--- config.mk ---
export PLATFORM = sky130hd
export DESIGN_NAME = pr_softreg_host_flat
export DESIGN_NICKNAME = d
export VERILOG_FILES = /design/src/rtl/pr_softreg_if.sv /design/src/rtl/pr_softreg_host.sv /design/src/flat_wrapper.sv
export SDC_FILE = /design/constraint.sdc
export NUM_CORES = 1
export LEC_CHECK = 0
export CAP_MARGIN = 15
export CORE_MARGIN = 2
export CORE_UTILIZATION = 40
export DETAILED_ROUTE_END_ITERATION = 12
export HOLD_SLACK_MARGIN = 0.06
export PLACE_DENSITY = 0.71
export REMOVE_ABC_BUFFERS = 1
export SKIP_LAST_GASP = 1
export SYNTH_ARGS = -nofsm -noshare
export SYNTH_HDL_FRONTEND = slang
export SYNTH_SLANG_ARGS = --single-unit
--- constraint.sdc ---
create_clock -name clk -period 5.5 [get_ports clk]
set_input_delay 0.825 -clock clk [delete_from_list [all_inputs] [get_ports clk]]
set_output_delay 0.825 -clock clk [all_outputs]
set_load 0.02 [all_outputs]
--- src/rtl/pr_softreg_if.sv ---
// SoftReg request/response bundle between the host sequencer and the PageRank core.
// Requests are single-cycle pulses; responses arrive later as a one-cycle strobe.
interface pr_softreg_if;
    logic        req_valid;
    logic        req_isWrite;
    logic [31:0] req_addr;
    logic [63:0] req_data;
    logic        resp_valid;
    logic [63:0] resp_data;

    modport master (
        output req_valid, req_isWrite, req_addr, req_data,
        input  resp_valid, resp_data
    );

    modport slave (
        input  req_valid, req_isWrite, req_addr, req_data,
        output resp_valid, resp_data
    );
endinterface

--- src/rtl/pr_softreg_host.sv ---
// Host-side SoftReg sequencer: programs the PageRank configuration registers,
// then polls DONE_ALL until completion or until the cycle budget runs out.
module pr_softreg_host #(
    parameter logic [63:0] N_VERT_VAL    = 64'd1000,
    parameter logic [63:0] N_INEDGES_VAL = 64'd5508,
    parameter logic [63:0] VADDR_VAL     = 64'd0,
    parameter logic [63:0] IEADDR_VAL    = 64'd16000,
    parameter logic [63:0] WADDR0_VAL    = 64'd60064,
    parameter logic [63:0] WADDR1_VAL    = 64'd68064,
    parameter logic [63:0] N_ROUNDS_VAL  = 64'd10,
    parameter int          POLL_GAP      = 1024,
    parameter int          TIMEOUT_CYC   = 500000,
    parameter logic [31:0] ADDR_N_VERT      = 32'h0000_0000,
    parameter logic [31:0] ADDR_N_INEDGES   = 32'h0000_0008,
    parameter logic [31:0] ADDR_VADDR       = 32'h0000_0010,
    parameter logic [31:0] ADDR_IEADDR      = 32'h0000_0018,
    parameter logic [31:0] ADDR_WRITE_ADDR0 = 32'h0000_0020,
    parameter logic [31:0] ADDR_WRITE_ADDR1 = 32'h0000_0028,
    parameter logic [31:0] ADDR_N_ROUNDS    = 32'h0000_0030,
    parameter logic [31:0] ADDR_DONE_PARAMS = 32'h0000_0038,
    parameter logic [31:0] ADDR_DONE_ALL    = 32'h0000_0040
) (
    input  logic                clk,
    input  logic                rst,
    input  logic                start,
    pr_softreg_if.master        softreg,
    output logic                busy,
    output logic                done,
    output logic                timeout,
    output logic [63:0]         result,
    output logic [31:0]         cycles
);

    localparam logic [2:0] S_IDLE      = 3'd0;
    localparam logic [2:0] S_WRITE     = 3'd1;
    localparam logic [2:0] S_GAP       = 3'd2;
    localparam logic [2:0] S_POLL_REQ  = 3'd3;
    localparam logic [2:0] S_POLL_WAIT = 3'd4;
    localparam logic [2:0] S_DONE      = 3'd5;
    localparam logic [2:0] S_TIMEOUT   = 3'd6;

    localparam int          GW          = (POLL_GAP > 1) ? $clog2(POLL_GAP) : 1;
    localparam int          GAP_LAST_I  = (POLL_GAP > 0) ? POLL_GAP - 1 : 0;
    localparam logic [GW-1:0] GAP_LAST  = GW'(GAP_LAST_I);
    localparam logic [31:0] TIMEOUT_LIM = 32'(TIMEOUT_CYC);
    localparam logic [2:0]  AFTER_POLL  = (POLL_GAP == 0) ? S_POLL_REQ : S_GAP;

    logic [2:0]    state;
    logic [2:0]    idx;
    logic [GW-1:0] gap_cnt;
    logic [31:0]   cnt;
    logic [31:0]   cnt_next;
    logic          resp_ok;
    logic          expire;
    logic          idle_like;

    function automatic logic [31:0] write_addr(input logic [2:0] i);
        case (i)
            3'd0:    write_addr = ADDR_N_VERT;
            3'd1:    write_addr = ADDR_N_INEDGES;
            3'd2:    write_addr = ADDR_VADDR;
            3'd3:    write_addr = ADDR_IEADDR;
            3'd4:    write_addr = ADDR_WRITE_ADDR0;
            3'd5:    write_addr = ADDR_WRITE_ADDR1;
            3'd6:    write_addr = ADDR_N_ROUNDS;
            default: write_addr = ADDR_DONE_PARAMS;
        endcase
    endfunction

    function automatic logic [63:0] write_data(input logic [2:0] i);
        case (i)
            3'd0:    write_data = N_VERT_VAL;
            3'd1:    write_data = N_INEDGES_VAL;
            3'd2:    write_data = VADDR_VAL;
            3'd3:    write_data = IEADDR_VAL;
            3'd4:    write_data = WADDR0_VAL;
            3'd5:    write_data = WADDR1_VAL;
            3'd6:    write_data = N_ROUNDS_VAL;
            default: write_data = 64'd0;
        endcase
    endfunction

    // A response landing in the same cycle as our read pulse belongs to no read of ours.
    assign resp_ok   = softreg.resp_valid && !softreg.req_valid;
    assign cnt_next  = (cnt == 32'hFFFF_FFFF) ? cnt : cnt + 32'd1;
    assign expire    = (TIMEOUT_CYC != 0) && (cnt_next == TIMEOUT_LIM);
    assign idle_like = (state == S_IDLE) || (state == S_DONE) || (state == S_TIMEOUT);

    always_ff @(posedge clk or posedge rst) begin
        if (rst) begin
            state               <= S_IDLE;
            idx                 <= 3'd0;
            gap_cnt             <= '0;
            cnt                 <= 32'd0;
            busy                <= 1'b0;
            done                <= 1'b0;
            timeout             <= 1'b0;
            result              <= 64'd0;
            cycles              <= 32'd0;
            softreg.req_valid   <= 1'b0;
            softreg.req_isWrite <= 1'b0;
            softreg.req_addr    <= 32'd0;
            softreg.req_data    <= 64'd0;
        end else begin
            softreg.req_valid   <= 1'b0;
            softreg.req_isWrite <= 1'b0;
            softreg.req_addr    <= 32'd0;
            softreg.req_data    <= 64'd0;
            if (idle_like) begin
                if (start) begin
                    busy                <= 1'b1;
                    done                <= 1'b0;
                    timeout             <= 1'b0;
                    result              <= 64'd0;
                    cycles              <= 32'd0;
                    cnt                 <= 32'd0;
                    idx                 <= 3'd1;
                    state               <= S_WRITE;
                    softreg.req_valid   <= 1'b1;
                    softreg.req_isWrite <= 1'b1;
                    softreg.req_addr    <= write_addr(3'd0);
                    softreg.req_data    <= write_data(3'd0);
                end
            end else begin
                cnt <= cnt_next;
                // Completion is checked before expiry so a coincident answer still counts.
                if (state == S_POLL_WAIT && resp_ok && softreg.resp_data != 64'd0) begin
                    result <= softreg.resp_data;
                    done   <= 1'b1;
                    busy   <= 1'b0;
                    cycles <= cnt_next;
                    state  <= S_DONE;
                end else if (expire) begin
                    timeout <= 1'b1;
                    busy    <= 1'b0;
                    cycles  <= cnt_next;
                    state   <= S_TIMEOUT;
                end else begin
                    case (state)
                        S_WRITE: begin
                            softreg.req_valid   <= 1'b1;
                            softreg.req_isWrite <= 1'b1;
                            softreg.req_addr    <= write_addr(idx);
                            softreg.req_data    <= write_data(idx);
                            idx                 <= idx + 3'd1;
                            gap_cnt             <= '0;
                            if (idx == 3'd7) state <= AFTER_POLL;
                        end
                        S_GAP: begin
                            gap_cnt <= gap_cnt + 1'b1;
                            if (gap_cnt == GAP_LAST) state <= S_POLL_REQ;
                        end
                        S_POLL_REQ: begin
                            softreg.req_valid <= 1'b1;
                            softreg.req_addr  <= ADDR_DONE_ALL;
                            state             <= S_POLL_WAIT;
                        end
                        S_POLL_WAIT: begin
                            gap_cnt <= '0;
                            if (resp_ok) state <= AFTER_POLL;
                        end
                        default: state <= S_IDLE;
                    endcase
                end
            end
        end
    end

endmodule

--- src/flat_wrapper.sv ---
// flat-port wrapper written by rule: the top's interface ports become plain ports
module pr_softreg_host_flat 
#(
    parameter logic [63:0] N_VERT_VAL    = 64'd1000,
    parameter logic [63:0] N_INEDGES_VAL = 64'd5508,
    parameter logic [63:0] VADDR_VAL     = 64'd0,
    parameter logic [63:0] IEADDR_VAL    = 64'd16000,
    parameter logic [63:0] WADDR0_VAL    = 64'd60064,
    parameter logic [63:0] WADDR1_VAL    = 64'd68064,
    parameter logic [63:0] N_ROUNDS_VAL  = 64'd10,
    parameter int          POLL_GAP      = 1024,
    parameter int          TIMEOUT_CYC   = 500000,
    parameter logic [31:0] ADDR_N_VERT      = 32'h0000_0000,
    parameter logic [31:0] ADDR_N_INEDGES   = 32'h0000_0008,
    parameter logic [31:0] ADDR_VADDR       = 32'h0000_0010,
    parameter logic [31:0] ADDR_IEADDR      = 32'h0000_0018,
    parameter logic [31:0] ADDR_WRITE_ADDR0 = 32'h0000_0020,
    parameter logic [31:0] ADDR_WRITE_ADDR1 = 32'h0000_0028,
    parameter logic [31:0] ADDR_N_ROUNDS    = 32'h0000_0030,
    parameter logic [31:0] ADDR_DONE_PARAMS = 32'h0000_0038,
    parameter logic [31:0] ADDR_DONE_ALL    = 32'h0000_0040
)
  (clk, rst, start, busy, done, timeout, result, cycles, softreg_req_valid, softreg_req_isWrite, softreg_req_addr, softreg_req_data, softreg_resp_valid, softreg_resp_data);
  pr_softreg_if softreg_i ();
  input  logic clk;
  input  logic rst;
  input  logic start;
  output logic busy;
  output logic done;
  output logic timeout;
  output logic [63:0] result;
  output logic [31:0] cycles;
  output wire logic [$bits(softreg_i.req_valid)-1:0] softreg_req_valid;
  output wire logic [$bits(softreg_i.req_isWrite)-1:0] softreg_req_isWrite;
  output wire logic [$bits(softreg_i.req_addr)-1:0] softreg_req_addr;
  output wire logic [$bits(softreg_i.req_data)-1:0] softreg_req_data;
  input wire logic [$bits(softreg_i.resp_valid)-1:0] softreg_resp_valid;
  input wire logic [$bits(softreg_i.resp_data)-1:0] softreg_resp_data;
  assign softreg_req_valid = softreg_i.req_valid;
  assign softreg_req_isWrite = softreg_i.req_isWrite;
  assign softreg_req_addr = softreg_i.req_addr;
  assign softreg_req_data = softreg_i.req_data;
  assign softreg_i.resp_valid = softreg_resp_valid;
  assign softreg_i.resp_data = softreg_resp_data;
  pr_softreg_host #(.N_VERT_VAL(N_VERT_VAL), .N_INEDGES_VAL(N_INEDGES_VAL), .VADDR_VAL(VADDR_VAL), .IEADDR_VAL(IEADDR_VAL), .WADDR0_VAL(WADDR0_VAL), .WADDR1_VAL(WADDR1_VAL), .N_ROUNDS_VAL(N_ROUNDS_VAL), .POLL_GAP(POLL_GAP), .TIMEOUT_CYC(TIMEOUT_CYC), .ADDR_N_VERT(ADDR_N_VERT), .ADDR_N_INEDGES(ADDR_N_INEDGES), .ADDR_VADDR(ADDR_VADDR), .ADDR_IEADDR(ADDR_IEADDR), .ADDR_WRITE_ADDR0(ADDR_WRITE_ADDR0), .ADDR_WRITE_ADDR1(ADDR_WRITE_ADDR1), .ADDR_N_ROUNDS(ADDR_N_ROUNDS), .ADDR_DONE_PARAMS(ADDR_DONE_PARAMS), .ADDR_DONE_ALL(ADDR_DONE_ALL)) u_core (.clk(clk), .rst(rst), .start(start), .softreg(softreg_i), .busy(busy), .done(done), .timeout(timeout), .result(result), .cycles(cycles));
endmodule
; Word-level counts from Yosys, hierarchy flattened
; Cells that the tools add are included.
[classes]
bitwise_logic = 3
add_sub_neg = 3
n_reduce_logical = 22
muxes = 52
n_eq_ne = 22
[op_table]
columns = operator, count
row1 = $mux W64, 7
row2 = $mux W32, 9
row3 = $pmux W17 S6, 1
row4 = $pmux W32 S2, 1
row5 = $reduce_bool A64 Y1, 1
row6 = $pmux W6 S7, 1
row7 = $mux W3, 11
row8 = $add A32 B1 Y32 const B, 1
row9 = $eq A32 B19 Y1 const B, 1
row10 = $eq A32 B32 Y1 const B, 1
row11 = $eq A3 B3 Y1 const B, 7
row12 = $pmux W10 S2, 1
row13 = $mux W1, 19
row14 = $eq A3 B2 Y1 const B, 4
row15 = $pmux W3 S4, 1
row16 = $reduce_and A4 Y1, 3
row17 = $add A10 B1 Y10 const B, 1
row18 = $eq A10 B10 Y1 const B, 1
row19 = $mux W10, 1
row20 = $ne A5 B1 Y1 const B, 2
row21 = $reduce_bool A2 Y1, 4
row22 = $eq A3 B1 Y1 const B, 2
row23 = $logic_not A3 Y1, 2
row24 = $ne A5 B2 Y1 const B, 1
row25 = 11 further kinds, 19
[word_totals]
regBits = 245
output_inout_bits = 197
in_bits = 68

; Depth between registers and ports, before layout
; Gate-level depths: netlist (run 1).
[depth]
depth_word = 7
ltp_mapped = 14
ltp_nobuf = 11

; Least setup slack after synthesis (run 1)
; Ideal clock, no wire load.
[synth_path]
kind = reg2reg
start = register u_core.cnt[0]
end = register u_core.cycles[0]
n_path_buf = 3
setup_slack_ns = 2.000
stages_incl_launch_ff = 14
arrival_time_ns = 3.380
setup_ns = 0.121
period_less_slack_ns = 3.500
t_required_ns = 5.379
path_cell_list = dfrtp_1 ha_1 clkbuf_2 nand4_2 or4_1 buf_2 o2111ai_1 mux2i_1 nand3_1 or4_4 nor4_4 o31ai_1 buf_2 a22o_1
[synth_between]
elab_chain_len = 5
[synth_rtl]
columns = item, line_no
row1 = from (decl), pr_softreg_host.sv:51  ; logic [31:0] cnt;
row2 = from (signal assigned), pr_softreg_host.sv:125  ; cnt <= cnt_next;
row3 = $add A32 B1 Y32 or $eq A32 B32 Y1 (tied branches), pr_softreg_host.sv:85  ; assign cnt_next = (cnt == 32'hFFFF_FFFF) ? cnt : cnt + 32'd1;
row4 = $mux W32 (*), pr_softreg_host.sv:85
row5 = $eq A32 B19 Y1 or $mux W32 (tied branches), "pr_softreg_host.sv:86, pr_softreg_host.sv:133"
row6 = $reduce_bool A3 Y1 (no source line) or $mux W32 (tied branches), -
row7 = $reduce_and A2 Y1 (no source line) or $mux W32 (tied branches), -
row8 = to (signal assigned), pr_softreg_host.sv:131  ; cycles <= cnt_next;
row9 = to (signal assigned), pr_softreg_host.sv:136  ; cycles <= cnt_next;
row10 = to (decl), pr_softreg_host.sv:31  ; output logic [31:0] cycles
; Every way passes the cells marked *; elsewhere a longest branch is shown, timed or not. The select of a mux whose other input is x is not followed.
; A chain may end at the register's enable or synchronous reset.

; Worst setup path in the final report (run 1)
[layout_path]
start = register u_core.cnt[0]
end = register u_core.gap_cnt[8]
[layout_between]
elab_chain_len = 5
[layout_rtl]
columns = item, line_no
row1 = $add A32 B1 Y32 or $eq A32 B32 Y1 (tied branches), pr_softreg_host.sv:85
row2 = $mux W32 (*), pr_softreg_host.sv:85
row3 = $eq A32 B19 Y1 (*), pr_softreg_host.sv:86  ; assign expire = (TIMEOUT_CYC != 0) && (cnt_next == TIMEOUT_LIM);
row4 = $not A1 Y1 (no source line) (*), -
row5 = $reduce_and A4 Y1 (no source line) (*), -
row6 = to (signal assigned), pr_softreg_host.sv:150  ; gap_cnt <= gap_cnt + 1'b1;
row7 = to (decl), pr_softreg_host.sv:50  ; logic [GW-1:0] gap_cnt;
; Every way passes the cells marked *; elsewhere a longest branch is shown, timed or not.

==> results of run 1 <==
## worst max-delay path: stages, from the launching register on
cell and delay, ps:
dfrtp_1 470, ha_1 340, nand4_2 190, nor4_2 700, nand3_1 510, and2_1 340, a31oi_1 170, nand4b_1 170
nor4_4 80, buf_4 230, nor4_1 790, a21oi_1 100
## Yosys cell counts, types with 3 or more instances
library cell	number
buf_1	4
and3_1	10
nand3b_1	13
a21o_1	3
or4_1	7
clkbuf_1	43
and2_1	6
a21oi_1	22
nand2_1	176
ha_1	8
buf_6	4
nand4_1	20
o2bb2ai_1	15
xor2_1	12
nor2b_1	3
buf_2	15
xnor2_1	15
dfrtp_1	166
nand3_1	20
a31oi_1	3
nor4_1	23
o21ai_0	118
nor3_1	11
and4_1	6
a311oi_1	4
nand2b_1	9
or3_1	6
a22o_1	14
inv_1	12
o31ai_1	21
buf_4	80
nor2_1	41
mux2i_1	12
o2bb2ai_2	6
## kinds of logic (layout without fill, tap and decap cells)
group / Yosys count / in the layout / share of synthesized area (%)
AOI/OAI and AO/OA: 225 / 225 / 16.5
xor gates and xnor gates: 28 / 28 / 2.83
adders and majority gates: 8 / 8 / 1.12
buffers and inverters: 160 / 242 / 10.7
DFF: 166 / 166 / 46.5
muxes: 15 / 15 / 1.72
other: 1 / 77 / 0.0420
and+or+nand+nor: 367 / 367 / 20.6
## cell type report
type	instances	area, um2
inverter	12	50.0
fill	2036	10700
sequential	166	4150
tap	280	350
clock buffer	17	425
clock inverter	15	159
multi-input combinational	720	4130
timing repair buffer	198	1950
## routing by layer
layer | vias to the layer above | part of all wire [%] | routed length (um)
li1 | 3554 | - | -
met1 | 3599 | 45 | 10600
met2 | 277 | 47 | 10900
met3 | 42 | 5.4 | 1270
met4 | 0 | 2.3 | 541
met5 | - | 0 | 0
## through the flow
step | power (uW) | hold slack, ps | TNS [ps]
6_report | 3660 | 492 | 0
5_1_grt | 3840 | 511 | 0
4_1_cts | 3690 | 498 | 0
3_5_place_dp | 2480 | 474 | 0
3_3_place_gp | 2470 | 475 | 0
2_1_floorplan | 2040 | 488 | -696190
## worst max path at each step
stage	endpoint	slack [ps]	cells past startpoint
after global placement	u_core.gap_cnt[7]	1270	9
after floorplan	u_core.cycles[0]	-9030	6
after CTS	u_core.idx[2]	1210	10
after global routing	u_core.softreg.req_data[3]	870	10
after detailed placement	u_core.softreg.req_data[6]	1240	10
final	u_core.gap_cnt[8]	1230	11
## flip-flops by register name, indices dropped and copies added, names as in the netlist
| register | flops |
|---|---|
| u_core.cycles | 32 |
| u_core.softreg.req_data | 13 |
| u_core.result | 64 |
| u_core.softreg.req_isWrite | 1 |
| u_core.softreg.req_addr | 4 |
| u_core.done | 1 |
| u_core.gap_cnt | 10 |
| u_core.softreg.req_valid | 1 |
| u_core.state | 3 |
| u_core.busy | 1 |
| u_core.timeout | 1 |
| u_core.cnt | 32 |
| u_core.idx | 3 |
## where the power goes
group          switching (uW)  total [uW]  internal, uW
clock network             556        1200           645
logic                     689        1050           363
registers                94.3        1410          1310
==> key figures, run 1 <==
STA
  • RSZ-0062 raised after global routing: false
  • Final hold violation count: 0
  • Tmin final: approximately 4300 ps
  • Clk_skew: around 8.9 ps
  • Smallest setup slack after layout: ~1200 ps
  • Final period util: approximately 80%
  • Setup violations, final: 0
  • Slew HR: roughly 28%
  • Peak Freq: approximately 0.23 GHz
  • Slew @ Worst Pin: ~1100 ps
  • Fin. max-slew vios: 0

GRT
  • Overflow after GRT: 0
  • Vias in the first global route: ~7,000
  • M3 GR Usage: ~3.6%
  • Pin count of the biggest net entering global routing: ~130
  • GRT busiest layer: met2
  • Met2 usage: 30.8%
  • Initial antenna violation count: 0
  • Gr usage total: between 10% and 20%
  • Wire length of the first global-routing pass: ~38,000 um
  • Grt met1 use: between 20 and 30%

Synth
  • Flops & latches, synth: 166
  • Synth Area per Inst: a little over 9 um2
  • Yosys cell types: 68
  • Top cell type's share of synthesized area: between 40% and 50%
  • Largest cells by area after synthesis: dfrtp_1, nand2_1, buf_4
  • Sequential fraction of the synthesis area: a little under half
  • Async SR Flop Fraction: between 90% and 100%
  • Synth area leader: dfrtp_1
  • Ys Warns: 0
  • Post-Syn Area: 8930 um2
  • Post-synth EDFFs: 0
  • Post-synth top flop: dfrtp_1
  • Gate Count Post-Synth: 970

Clocking
  • CTS H-tree depth: 4
  • CTS Buffer Depth: 2
  • Cts repair resizes: 0
  • Total CTS buffers: 17
  • CTS tree: yes
  • Post-CTS setup buffer count: 0
  • CTS Sinks: between 150 and 200
  • Post-CTS Hold Buffers: 0
  • Root buf cell: clkbuf_16
  • Worst-Skew Late Latency: approximately 430 ps
  • Clock transition at path regs: 70 ps

Route
  • Residual DRC: 0
  • Routed WL per cell: about 17 um
  • Vias per cell: 5.31
  • 1st-iter DRT viols: 524
  • Via count: between 7,000 and 8,000
  • DR pass1 iterations: 5
  • Routed Antenna Nets: 0
  • Routed WL: approximately 23,000 um

Worst setup path
  • Critical path endpoint category: flop
  • Worst r2r path cells: 11
  • Critical Path RT: 5760 ps
  • CP arrival: 4530 ps
  • R2R Setup Slk: between 1000 and 1500 ps
  • Reg-to-reg endpoint: u_core.gap_cnt[8]
  • Setup CP Type: reg2reg
  • Startpoint types: flop
  • Reg-to-Reg Start: u_core.cnt[0]
  • Crit-path max FO: 29
  • Critical path origin: u_core.cnt[0]

Die
  • Row count: 54
  • Core Box Area: approximately 22,000 um2
  • Die extent in y: 153 um
  • Die X: roughly 150 um
  • # IOs: 265
  • Initial Util: roughly 41%
  • Die area: approximately 24,000 um2

Layout
  • Final cell count without fillers: 1,408
  • Layout Nets: between 1,000 and 1,500
  • Util after Layout: between 50 and 60%
  • Most frequent cells in the layout: clkdlybuf4s50_1, nand2_1, dfrtp_1
  • Most common cell after layout, fill and taps aside: clkdlybuf4s50_1
  • Final Cell Area: ~11,000 um2
  • Ant diodes: 0
  • Share of layout cells above drive strength 1: under 10%
  • P&R area growth vs syn: 25.7%

Place
  • PortBufs: about 190
  • Post-Place Worst Slack: around 1200 ps
  • Placed insts: 1,376
  • DP HPWL: 16,500 um
  • Placed Instance Area: approximately 11,000 um2
  • RePlAce Congestion: roughly 0.9

Pwr
  • P per Cell Area: 326 nW/um2
  • Max VDD drop: ~0.23 mV
  • Static leakage: 0.00467 uW

Flow run
  • Max cap viols: 0

Worst hold path
  • Hold path depth: 1
  • WHS Endpoint: u_core.cycles[22]
  • Hold wc startpoint: u_core.cycles[22]
  • Hold crit path type: reg2reg

Outcome
  • Status: completed
Power figures use the tool's default switching activity.
==> run 2: changes to the inputs <==
Settings changed: PLACE_DENSITY 0.71 to 0.69.
Clock period 5.5 ns to 4.4 ns, I/O delays scaled along.
==> run 2 against run 1 <==
Cell count rose by 1.1%. Clock skew grew 1.5 ps. Die area stayed put. Non-clock buffer count up 15. Hold slack hardly changed. First-iteration DRC count is 17% higher. Maximum frequency increased by 3.8%. Combinational power rose by 28%. Largest cell class unchanged. Sequential share of layout area fell by 0.40 points.
==> key figures, run 2 (same netlist as run 1, synthesis figures left out) <==
GRT
  • Overflow after GRT: 0 (unchanged)
  • Pin count of the biggest net entering global routing: 98 (-24%)
  • Wire length of the first global-routing pass: 38,900 um (+3.3%)
  • Gr usage total: 20.4% (+0.68 points)
  • Initial antenna violation count: 0 (unchanged)
  • Vias in the first global route: 7,084 (+1.3%)

Clocking
  • Total CTS buffers: 17 (unchanged)
  • CTS Buffer Depth: 2 (unchanged)
  • Root buf cell: clkbuf_16
  • Worst-Skew Late Latency: 430 ps (about the same)
  • Clock transition at path regs: 70 ps (about the same)
  • CTS Sinks: 166 (unchanged)
  • CTS H-tree depth: 4 (unchanged)
  • CTS tree: yes
  • Post-CTS Hold Buffers: 0 (unchanged)

Layout
  • Ant diodes: 0 (unchanged)
  • Share of layout cells above drive strength 1: 7.79% (+1.3 points)
  • Final cell count without fillers: 1,423 (+1.1%)
  • Layout Nets: 1,206 (+1.3%)
  • Most common cell after layout, fill and taps aside: clkdlybuf4s50_1
  • Top reg by flops: u_core.result
  • Max FFs per register: 64 (unchanged)
  • P&R area growth vs syn: 27.1%
  • Top Registers: u_core.result: 64 flops, u_core.cnt: 32 flops, u_core.cycles: 32 flops
  • Most frequent cells in the layout: clkdlybuf4s50_1, nand2_1, dfrtp_1
  • Fill cells: 2,027 (-0.44%)

Die
  • Die area: 23,500 um2 (unchanged)
  • Core Box Area: 21,900 um2 (unchanged)
  • Die extent in y: 153 um (unchanged)
  • Die X: 153 um (unchanged)
  • # IOs: 265 (unchanged)
  • Row count: 54 (unchanged)
  • Initial Util: 40.8% (unchanged)

Worst setup path
  • Slowest cell on crit path: or4_1
  • Most frequent CP cell: buf_4
  • Startpoint types: flop
  • Crit-path max FO: 19 (-34%)
  • Critical Path RT: 4720 ps (-1040 ps)
  • Worst path cell trace: ha_1, nand4_2, or4_1, o2111ai_2, mux2i_1, nand3_1, or4_4, nor4_4, buf_4, buf_12, o31ai_4, buf_4, a22o_1
  • CP arrival: 4440 ps (-90 ps)
  • Critical path endpoint category: flop
  • Setup CP Type: reg2reg
  • Critical Path Max Stage Delay: 730 ps (-60 ps)

Route
  • DR pass1 iterations: 7 (+2)
  • Routed WL per cell: 16.8 um (+1.5%)
  • Via count: 7,481 (+0.12%)
  • Routed Antenna Nets: 0 (unchanged)
  • Vias per cell: 5.26 (-0.93%)
  • Routed WL: 23,900 um (+2.6%)
  • Residual DRC: 0 (unchanged)
  • 1st-iter DRT viols: 615 (+17%)

STA
  • Slew @ Worst Pin: 1120 ps (+40.0 ps)
  • Slew HR: 24.8% (-2.9 points)
  • Tmin final: 4120 ps (-156 ps)
  • Fin. max-slew vios: 0 (unchanged)
  • Final hold violation count: 0 (unchanged)
  • Peak Freq: 0.243 GHz (+3.8%)
  • Setup violations, final: 0 (unchanged)
  • RSZ-0062 raised after global routing: false
  • Clk_skew: 10.4 ps (+1.46 ps)
  • Final period util: 93.5% (+16 points)

Flow run
  • Max cap viols: 0 (unchanged)

Place
  • PortBufs: 187 (unchanged)
  • Placed insts: 1,387 (+0.80%)
  • RePlAce Congestion: 0.901 (-1.3%)
  • DP HPWL: 16,800 um (+1.8%)

Pwr
  • Max VDD drop: 0.247 mV (+8.7%)
  • Static leakage: 0.00474 uW (+1.4%)
  • P per Cell Area: 400 nW/um2 (+23%)
  • Total power: 4540 uW (+24%)

Outcome
  • Status: completed

Worst hold path
  • Hold crit path type: reg2reg
==> run 2: worst max-delay path, delay by kind of cell (launching register included) <==
family | cells | cell delay [ps]
buffers and inverters | 3 | 540
muxes | 1 | 240
AOI/OAI and AO/OA | 3 | 660
adders and majority gates | 1 | 350
and+or+nand+nor | 5 | 1720
DFF | 1 | 470
==> run 2: final timing paths <==
check	from	end	slack, ps	cells after the start
min	u_core.cycles[25]	u_core.cycles[25]	490	1
min in group asynchronous	rst	u_core.result[11]	790	2
min reg2reg	u_core.cycles[25]	u_core.cycles[25]	490	1
max reg2reg	u_core.cnt[0]	u_core.cycles[5]	280	13
max in group asynchronous	rst	u_core.result[56]	2640	3
max	u_core.cnt[0]	u_core.cycles[5]	280	13
==> run 2: per-layer routing <==
layer  global-route usage, %  wire (um)  vias up
li1                        -          -     3578
met1                    28.5      10800     3586
met2                    32.2      11300      277
met3                    3.86       1320       40
met4                    6.51        504        0
met5                       0          0        -
==> run 2: where the power goes <==
part           switching (uW)  internal [uW]
sequential                110           1640
clock                     683            763
combinational             878            464
total                    1670           2870
==> run 2: what timing repair did <==
| action | 4_1_cts | 5_1_grt |
|---|---|---|
| setup buffers | 0 | 4 |
| gates resized for setup | 0 | 1 |
| endpoints found under the setup margin | 0 | 64 |
==> run 2: area by class of cell <==
cell class	instances	area, um2	area share (%)
Clock buffer	18	439	3.87
Clock inverter	14	136	1.20
Inverter	12	50.0	0.441
Multi-Input combinational cell	720	4140	36.5
Sequential cell	166	4150	36.6
Tap cell	280	350	3.09
Timing Repair Buffer	213	2080	18.3
==> run 2: through the flow <==
stage | hold WS [ps] | utilization, % | cell area (um2) | setup WS, ps | TNS, ps
2_1_floorplan | 488 | - | 8310 | -9970 | -925420
3_3_place_gp | 472 | 49.0 | 10700 | 239 | 0
3_5_place_dp | 473 | 49.0 | 10700 | 118 | 0
4_1_cts | 499 | 51.6 | 11300 | 106 | 0
5_1_grt | 507 | 51.8 | 11300 | 26.2 | 0
6_report | 492 | 51.8 | 11300 | 284 | 0
==> run 3: changes to the inputs <==
Settings changed: REMOVE_ABC_BUFFERS 1 to not set, SETUP_SLACK_MARGIN set to 0.02.
==> run 3 against run 2 <==
Total power is 0.87% higher. Combinational power hardly changed. Critical path type unchanged. Sequential cell count stayed put. Hold slack hardly changed. Global-route usage is 0.088 points lower. Largest cell class unchanged. Sequential power hardly changed. Maximum frequency is 0.66% higher. Register-to-register slack better by 30 ps. Core utilization is 0.074 points lower. Via count is 0.45% higher.
==> key figures, run 3 (same netlist as run 1, synthesis figures left out) <==
STA
  • RSZ-0062 raised after global routing: false
  • WHS: 491 ps (-0.366 ps)
  • Final period util: 92.9% (-0.62 points)
  • Clk_skew: 10.5 ps (+0.102 ps)
  • Tmin final: 4090 ps (-27.2 ps)
  • Final setup TNS: 0 ps (unchanged)
  • Peak Freq: 0.245 GHz (+0.66%)
  • Fin. max-slew vios: 0 (unchanged)
  • Final hold violation count: 0 (unchanged)
  • Slew @ Worst Pin: 1010 ps (-110 ps)
  • Slew HR: 32.1% (+7.4 points)
  • Setup violations, final: 0 (unchanged)

Worst setup path
  • Worst setup endpoint: u_core.cycles[7]
  • Critical path origin: u_core.cnt[0]
  • Reg-to-reg endpoint: u_core.cycles[7]
  • Startpoint types: flop
  • Critical Path RT: 4720 ps (about the same)
  • Setup CP Type: reg2reg
  • Critical path endpoint category: flop
  • Slowest cell on crit path: or4_4
  • Critical Path Max Stage Delay: 650 ps (-80 ps)
  • Worst path cell trace: ha_1, nand4_2, or4_4, o211ai_4, xor2_2, nand4_1, or4_4, nor4_4, buf_12, o31ai_4, buf_12, a22o_1
  • Top delay family on crit path: simple AND/OR/NAND/NOR gates
  • Crit-path max FO: 31 (+12)
  • Reg-to-Reg Start: u_core.cnt[0]
  • Worst r2r path cells: 12 (-1)
  • CP bufs+invs: 2 (-1)
  • R2R Setup Slk: 310 ps (+30 ps)
  • CP arrival: 4400 ps (-40 ps)
  • Worst path depth: 12 (-1)

Clocking
  • CTS H-tree depth: 4 (unchanged)
  • Clock transition at path regs: 70 ps (about the same)
  • CTS Buffer Depth: 2 (unchanged)
  • CTS Sinks: 166 (unchanged)
  • Post-CTS Hold Buffers: 0 (unchanged)
  • Worst-Skew Late Latency: 430 ps (about the same)
  • Total CTS buffers: 17 (unchanged)
  • CTS tree: yes
  • Root buf cell: clkbuf_16

Pwr
  • Static leakage: 0.00471 uW (-0.52%)
  • Gate power share: 29.8% (+0.2 points)
  • Max VDD drop: 0.307 mV (+24%)
  • Clock share of power: 31.7% (-0.2 points)
  • Pint: 2880 uW (+0.60%)
  • Sequential share of power: 38.5% (about the same)
  • P per Cell Area: 404 nW/um2 (+1.0%)
  • Switching share of power: 37.0% (+0.17 points)
  • P_sw: 1690 uW (+1.3%)

Route
  • Residual DRC: 0 (unchanged)
  • Routed WL per cell: 17.1 um (+1.8%)
  • Routed WL: 24,300 um (+1.4%)
  • Vias per cell: 5.30 (+0.88%)
  • 1st-iter DRT viols: 434 (-29%)
  • Routed Antenna Nets: 0 (unchanged)
  • Via count: 7,515 (+0.45%)
  • DR pass1 iterations: 5 (-2)

Place
  • RePlAce Congestion: 0.927 (+2.9%)
  • Placed Instance Area: 10,800 um2 (+0.39%)
  • DP HPWL: 17,400 um (+3.3%)
  • PortBufs: 187 (unchanged)

Layout
  • Top reg by flops: u_core.result
  • P&R area growth vs syn: 26.9%
  • Share of layout cells above drive strength 1: 7.30% (-0.49 points)
  • Max FFs per register: 64 (unchanged)
  • Ant diodes: 0 (unchanged)
  • Final Cell Area: 11,300 um2 (-0.14%)
  • Area of the multi-input gates: 4130 um2 (about the same)
  • Top Registers: u_core.result: 64 flops, u_core.cnt: 32 flops, u_core.cycles: 32 flops
  • Layout Nets: 1,201 (-0.41%)
  • Most frequent cells in the layout: clkdlybuf4s50_1, nand2_1, dfrtp_1
  • FF+latch area: 4150 um2 (unchanged)
  • Most common cell after layout, fill and taps aside: clkdlybuf4s50_1
  • Fill cells: 2,044 (+0.84%)
  • Util after Layout: 51.8% (-0.074 points)

Flow run
  • Max cap viols: 0 (unchanged)

GRT
  • Gr usage total: 20.3% (-0.088 points)
  • Initial antenna violation count: 0 (unchanged)
  • Pin count of the biggest net entering global routing: 167 (+70%)
  • Vias in the first global route: 6,858 (-3.2%)
  • Overflow after GRT: 0 (unchanged)
  • Wire length of the first global-routing pass: 38,200 um (-1.8%)

Die
  • Core Box Area: 21,900 um2 (unchanged)
  • Die extent in y: 153 um (unchanged)
  • # IOs: 265 (unchanged)
  • Initial Util: 40.8% (unchanged)
  • Die X: 153 um (unchanged)
  • Die area: 23,500 um2 (unchanged)
  • Row count: 54 (unchanged)

Worst hold path
  • Hold crit path type: reg2reg

Outcome
  • Status: completed
==> run 3: cell count changes in the layout (fill, tap and decap cells not counted), moves of 2 or more <==
| cell | before | now |
|---|---|---|
| inv_6 | 7 | 4 |
| buf_4 | 25 | 17 |
| inv_8 | 1 | 5 |
| clkinv_4 | 2 | 0 |
| clkinvlp_4 | 3 | 5 |
| buf_12 | 1 | 4 |
==> run 3: how the worst min path moves through the flow <==
stage / cells past startpoint / to / slack [ps] / from
2_1_floorplan: 1 / u_core.gap_cnt[4] / 490 / u_core.gap_cnt[4]
3_3_place_gp: 2 / u_core.done / 480 / u_core.done
3_5_place_dp: 1 / u_core.cycles[22] / 470 / u_core.cycles[22]
4_1_cts: 1 / u_core.cycles[25] / 500 / u_core.cycles[25]
5_1_grt: 1 / u_core.cycles[26] / 510 / u_core.cycles[26]
6_report: 1 / u_core.cycles[25] / 490 / u_core.cycles[25]
==> run 3: power groups by stage <==
stage | Sequential [uW] | Clock [uW] | Combinational (uW)
2_1_floorplan | 1820 | 0 | 857
3_3_place_gp | 1780 | 0 | 1350
3_5_place_dp | 1790 | 0 | 1370
4_1_cts | 1760 | 1490 | 1380
5_1_grt | 1780 | 1550 | 1490
6_report | 1760 | 1450 | 1360
==> run 3: timing repair <==
item | CTS | global route
endpoints found under the setup margin | 0 | 2
buffers inserted | 0 | 0
resized for setup | 0 | 1
==> run 3: worst register-to-register path, stage by stage, from the launching register on <==
cell and delay, ps:
dfrtp_1 470, ha_1 370, nand4_2 200, or4_4 650
o211ai_4 280, xor2_2 290, nand4_1 190, or4_4 530
nor4_4 230, buf_12 230, o31ai_4 90, buf_12 190
a22o_1 250
==> run 3: area by class of cell <==
type,count,share of cell area [%]
multi-input cells,720,36.5
well taps,280,3.09
inverters,12,0.431
clock inverters,14,1.21
clock buffers,17,3.75
repair buffers,208,18.4
flip-flops and latches,166,36.7
==> run 3: layer usage <==
metal / up-vias / GRT usage (%) / part of all wire, %
met5: - / 0 / 0
met4: 0 / 5.16 / 1.4
met3: 26 / 3.91 / 6.0
met2: 286 / 33.6 / 48
met1: 3630 / 27.5 / 44
li1: 3573 / - / -
==> run 3: stage by stage <==
stage	setup WS (ps)	cells	power [uW]
floorplan	900	1046	2680
global placement	236	1386	3140
detailed placement	200	1386	3160
CTS	222	1417	4620
global route	149	1417	4810
finish	311	1417	4580
